<file path="config.mk">
export PLATFORM = sky130hd
export DESIGN_NAME = div_bit2pwl
export DESIGN_NICKNAME = d
export VERILOG_FILES = /design/src/rtl/div_bit2pwl.sv
export SDC_FILE = /design/constraint.sdc
export NUM_CORES = 1
export LEC_CHECK = 0
export ABC_AREA = 1
export BUFFER_PORTS_ARGS = -buffer_cell sky130_fd_sc_hd__buf_2
export CAP_MARGIN = 20
export CORE_UTILIZATION = 65
export CTS_CLUSTER_DIAMETER = 200
export DETAILED_ROUTE_END_ITERATION = 12
export PLACE_DENSITY = 0.84
export SYNTH_ARGS = -nofsm -noshare
export SYNTH_HDL_FRONTEND = slang
export SYNTH_SLANG_ARGS = --single-unit
</file>
<file path="constraint.sdc">
create_clock -name cki -period 6.11 [get_ports cki]
set_input_delay 0.611 -clock cki [delete_from_list [all_inputs] [get_ports cki]]
set_output_delay 0.611 -clock cki [all_outputs]
set_load 0.02 [all_outputs]
</file>
<file path="src/rtl/div_bit2pwl.sv">
// div_bit2pwl
//   Two independent functions clocked by cki:
//   1. A divide-by-NDIV counter whose decoded phase is registered onto cko.
//      cko is low for NDIV/2 cycles and high for the rest, so for odd NDIV
//      the high phase is the longer one.
//   2. A bit-to-level converter. On each edge it samples in, selects
//      VH or VL as the target, and moves out toward that target. Each
//      rising step is at most RISE_STEP and each falling step is at most
//      FALL_STEP. The last step lands exactly on the target.
//
// Parameters
//   NDIV   : clock division ratio, 2..65535
//   W      : width of the signed level code on out
//   VH/VL  : signed high/low level codes, VH > VL, both must fit in W bits
//   TR_CYC : rise time in cki cycles (>= 1)
//   TF_CYC : fall time in cki cycles (>= 1)
//
// Ports
//   cki     : clock, rising edge active
//   rstn    : asynchronous active-low reset. Synchronising its release is
//             the integrator's job.
//   in      : data bit to convert
//   cko     : divided clock, driven straight from a flop
//   out     : slew-limited level code, registered
//   settled : combinational, high when out equals the level selected by
//             the most recently sampled in
module div_bit2pwl #(
  parameter int NDIV   = 4,
  parameter int W      = 16,
  parameter int VH     = 100,
  parameter int VL     = -100,
  parameter int TR_CYC = 1,
  parameter int TF_CYC = 1
) (
  input  logic                cki,
  input  logic                rstn,
  input  logic                in,
  output logic                cko,
  output logic signed [W-1:0] out,
  output logic                settled
);

  // ---------------------------------------------------------------------
  // Elaboration-time parameter checks
  // ---------------------------------------------------------------------
  localparam longint MAX_CODE = (longint'(1) <<< (W - 1)) - 1;
  localparam longint MIN_CODE = -(longint'(1) <<< (W - 1));

  if (NDIV < 2 || NDIV > 65535) begin : g_bad_ndiv
    $error("div_bit2pwl: NDIV must be in 2..65535");
  end
  if (W < 2 || W > 32) begin : g_bad_w
    $error("div_bit2pwl: W must be in 2..32");
  end
  if (VH <= VL) begin : g_bad_levels
    $error("div_bit2pwl: VH must be greater than VL");
  end
  if (TR_CYC < 1) begin : g_bad_tr
    $error("div_bit2pwl: TR_CYC must be at least 1");
  end
  if (TF_CYC < 1) begin : g_bad_tf
    $error("div_bit2pwl: TF_CYC must be at least 1");
  end
  if (longint'(VH) > MAX_CODE || longint'(VH) < MIN_CODE ||
      longint'(VL) > MAX_CODE || longint'(VL) < MIN_CODE) begin : g_bad_range
    $error("div_bit2pwl: VH and VL must be representable in W bits");
  end

  // ---------------------------------------------------------------------
  // Elaboration-time constants
  // ---------------------------------------------------------------------
  // The full swing VH-VL always fits in W+1 signed bits, so the step sizes
  // and the target-minus-out difference are carried at that width.
  localparam longint SPAN      = longint'(VH) - longint'(VL);
  localparam longint RISE_L    = (SPAN + longint'(TR_CYC) - 1) / longint'(TR_CYC);
  localparam longint FALL_L    = (SPAN + longint'(TF_CYC) - 1) / longint'(TF_CYC);

  localparam logic signed [W:0]   RISE_STEP = (W+1)'(RISE_L);
  localparam logic signed [W:0]   FALL_STEP = (W+1)'(FALL_L);
  localparam logic signed [W-1:0] VH_CODE   = W'(VH);
  localparam logic signed [W-1:0] VL_CODE   = W'(VL);

  localparam int unsigned         CW        = 16;
  localparam logic [CW-1:0]       CNT_LAST  = CW'(NDIV - 1);
  localparam logic [CW-1:0]       CNT_HALF  = CW'(NDIV / 2);

  // ---------------------------------------------------------------------
  // Divider
  // ---------------------------------------------------------------------
  logic [CW-1:0] cnt_q;
  logic [CW-1:0] cnt_d;
  logic          cko_d;

  always_comb begin
    cnt_d = '0;
    if (cnt_q != CNT_LAST) begin
      cnt_d = cnt_q + 1'b1;
    end
  end

  // Decoding from the next count value lets cko come straight off a flop
  // while still changing on the same edge that cnt does.
  always_comb begin
    cko_d = (cnt_d >= CNT_HALF);
  end

  always_ff @(posedge cki or negedge rstn) begin
    if (!rstn) begin
      cnt_q <= '0;
      cko   <= 1'b0;
    end else begin
      cnt_q <= cnt_d;
      cko   <= cko_d;
    end
  end

  // ---------------------------------------------------------------------
  // Bit-to-level slew limiter
  // ---------------------------------------------------------------------
  logic                last_in_q;
  logic signed [W-1:0] out_q;
  logic signed [W-1:0] out_d;
  logic signed [W-1:0] target;
  logic signed [W:0]   diff;
  logic signed [W:0]   neg_diff;

  always_comb begin
    target = in ? VH_CODE : VL_CODE;
  end

  // The distance to the target is compared with the step size before any
  // addition is done. When the step would reach or pass the target, out
  // lands exactly on the target. Otherwise out+step stays strictly
  // between out and the target, so it fits in W bits and no wider adder
  // or saturation is needed.
  always_comb begin
    diff     = {target[W-1], target} - {out_q[W-1], out_q};
    neg_diff = -diff;
    out_d    = out_q;
    if (diff > 0) begin
      if (diff <= RISE_STEP) begin
        out_d = target;
      end else begin
        out_d = out_q + RISE_STEP[W-1:0];
      end
    end else if (diff < 0) begin
      if (neg_diff <= FALL_STEP) begin
        out_d = target;
      end else begin
        out_d = out_q - FALL_STEP[W-1:0];
      end
    end
  end

  always_ff @(posedge cki or negedge rstn) begin
    if (!rstn) begin
      out_q     <= VL_CODE;
      last_in_q <= 1'b0;
    end else begin
      out_q     <= out_d;
      last_in_q <= in;
    end
  end

  assign out = out_q;

  // This compares against the registered sample, not the live input.
  // settled therefore describes the level that out is currently heading to.
  always_comb begin
    settled = (out_q == (last_in_q ? VH_CODE : VL_CODE));
  end

endmodule

</file>
==> results.toml <==
[run_status]
outcome = "complete, no violations"

[synth]
avgSynthCellArea_um2 = 6.075
yosysWarnings = 0
synth-seq-cells = 32
synth_cells = 608
synth.distinct_cells = 39
synth-seq-area-share = 0.2209
synthesis.area_um2 = 3694

[global_routing]
grt_usage = 0.3194
grt_start_max_net_pins = 33
grt_pass1_vias = 3675
grt.overflow.total = 0
antenna_found_initial = 0
grt_pass1_wl_um = 15680

[min_path]
min_path_type = "in -> async"

[cts]
htreeDepth = 2
post_cts_buffers = 0
cts.clk_slew.worst_paths_ns = 0.08
cts_root_buffer = "clkbuf_8"
clkSinkCount = 32
clk_path_buf_depth = 2
cts_buffers = 5
clock_latency_ns = 0.29
cts_tree = "done"
postCtsHoldBufs = 0
cts_resized = 0

[floorplanning]
start_util = 0.6708
core-area_um2 = 5507
ioPinCount = 21
num_rows = 27
die_area_um2 = 5988
die_h_um = 77.38
die_x_um = 77.38

[placement]
portBuffers = 18
place_congestion = 0.8958
post-place-ws_ns = 1.897
dpl.hpwl_um = 6850

[worst_setup_path]
critPathArrivalTime_ns = 4.23
required_ns = 6.35
start_kind = "input pin"
crit_type = "in -> reg"
critical_path.max_stage_delay_ns = 0.65
worst_path_most_repeated_cell = "nand2_1"
worst_path_dominant_cell_family = "simple AND/OR/NAND/NOR gates"
crit_slowest_cell = "ha_1"
cp_num_buf_inv = 4
path_max_fanout = 14
setup.worst_path.end_class = "register"
path_cells = "buf_2 -> inv_1 -> ha_1 -> ha_1 -> inv_1 -> nand2_1 -> nand3_1 -> nand3_1 -> nand2_1 -> nand2_2 -> inv_1 -> nor2_2 -> nand2_2 -> nor2_2 -> nand3_1 -> ha_1 -> nand2_1 -> nand2_2 -> nand3_1 -> nand2_1 -> nand2_1"

[finish]
area_delta_synth_final_pct = 5.556
postLayoutCoreUtil = 0.7080
num-nets-final = 648
drive_gt1_frac = 0.1158
n_antenna_cell = 0

[job]
maxCapViolations = 0

[timing]
worstMarginPinSlew_ns = 0.7341
timing.final.crit_share = 0.6539
drv_slew = 0
maxSlewHeadroom = 0.5106
setup_viol = 0
setup_tns_ns = 0
rsz0062_at_grt = "false"
period_needed_ns = 3.995
fmax_mhz = 250.3
finalClockSkew_ns = 0.01169
fin_ws_ns = 2.115
finalHoldViolations = 0

[detailed_routing]
via_count = 3852
wl_per_cell_um = 13.01
first_pass_iters = 5
wl_um = 9027
viasPerCell = 5.550
drt_iter0_drc = 308
drc_errors = 0
drtAntennaViolNets = 0

[pwr]
power_density_nw_per_um2 = 575.8
p_leak_nw = 2.126
ir_worst_vdd_mv = 0.2547
[stage by stage]
step	instances	hold slack (ns)	power, mW	instance area, um2
final	694	0.3675	2.245	3899
after global routing	694	0.4410	2.494	3899
after CTS	694	0.4157	2.218	3899
after detailed placement	686	0.4524	2.034	3805
after global placement	686	0.4504	1.990	3805
after floorplan	609	0.3154	1.722	3697
[final timing paths]
path,from,end,slack (ns),depth (start not counted)
worst max-delay path,in,out[11],2.11,21
worst min-delay path,rstn,out[5],0.37,1
worst max register to register,out[3],out[11],2.18,20
worst min register to register,cnt_q[0],cnt_q[0],0.47,1
max in group asynchronous,rstn,cko,5.26,1
min in group cki,cnt_q[0],cnt_q[0],0.47,1
[layer usage]
metal  global-route usage  routed length, um
met1               0.3905               3797
met2               0.5699               4534
met3              0.04235                554
met4               0.1151                142
met5                    0                  0
[flip-flops by register name, summed over array words and instances, names as in the netlist]
register   cells
last_in_q      1
cnt_q         16
out           14
cko            1
[area by class of cell]
class | count | area (um2)
clock buffers | 7 | 86.33
multi-input cells | 454 | 2396
clock inverters | 1 | 7.507
inverters | 110 | 412.9
well taps | 72 | 90.09
flip-flops and latches | 32 | 815.8
repair buffers | 18 | 90.09
fillers | 496 | 1608
[where the power goes]
part / switching [mW] / internal (mW) / total, mW / leakage [nW]
Sequential: 0.0834 / 0.297 / 0.380 / 0.396
Clock: 0.0844 / 0.0916 / 0.176 / 0.0445
Combinational: 1.12 / 0.564 / 1.69 / 1.69
[kinds of logic (layout without fill, tap and decap cells)]
family / Yosys count / in the layout / synth area share
adders and majority gates: 24 / 24 / 0.08333
other: 1 / 2 / 0.001015
DFF: 32 / 32 / 0.2209
AOI/OAI and AO/OA: 60 / 60 / 0.08977
xor gates and xnor gates: 21 / 21 / 0.04980
buffers and inverters: 123 / 136 / 0.1314
and+or+nand+nor: 347 / 347 / 0.4238
[cells in the final DEF, fill, tap and decap left out, types with 18 or more instances in the layout]
master and n:
ha_1 23, nand3_1 72, dfrtp_1 20, inv_1 107
o21ai_0 26, nand2_1 160, a21oi_1 23, nand2_2 18
buf_2 18, nor2_1 49
[Yosys cell counts, drive strengths merged]
cell type | count | area, um2
a211oi | 1 | 7.510
clkbuf | 7 | 26.28
a31oi | 1 | 6.260
or2 | 1 | 6.260
ha | 23 | 287.8
nor2 | 56 | 232.7
nor3 | 13 | 65.06
fa | 1 | 20.02
nand2 | 178 | 713.2
dfrtp | 20 | 500.5
nor4 | 7 | 43.79
xnor2 | 7 | 61.31
o21bai | 3 | 26.27
o21ai | 28 | 143.9
o2111ai | 1 | 8.760
o21a | 1 | 7.510
dfstp | 12 | 315.3
xor2 | 14 | 122.6
conb | 1 | 3.750
clkinv | 1 | 3.750
a21oi | 23 | 115.1
nand3 | 77 | 410.4
buf | 6 | 46.28
nand4 | 14 | 87.58
a32oi | 1 | 8.760
inv | 109 | 409.2
o211ai | 1 | 7.510
and2 | 1 | 6.260
No activity file was read; power rests on OpenSTA's default activity.
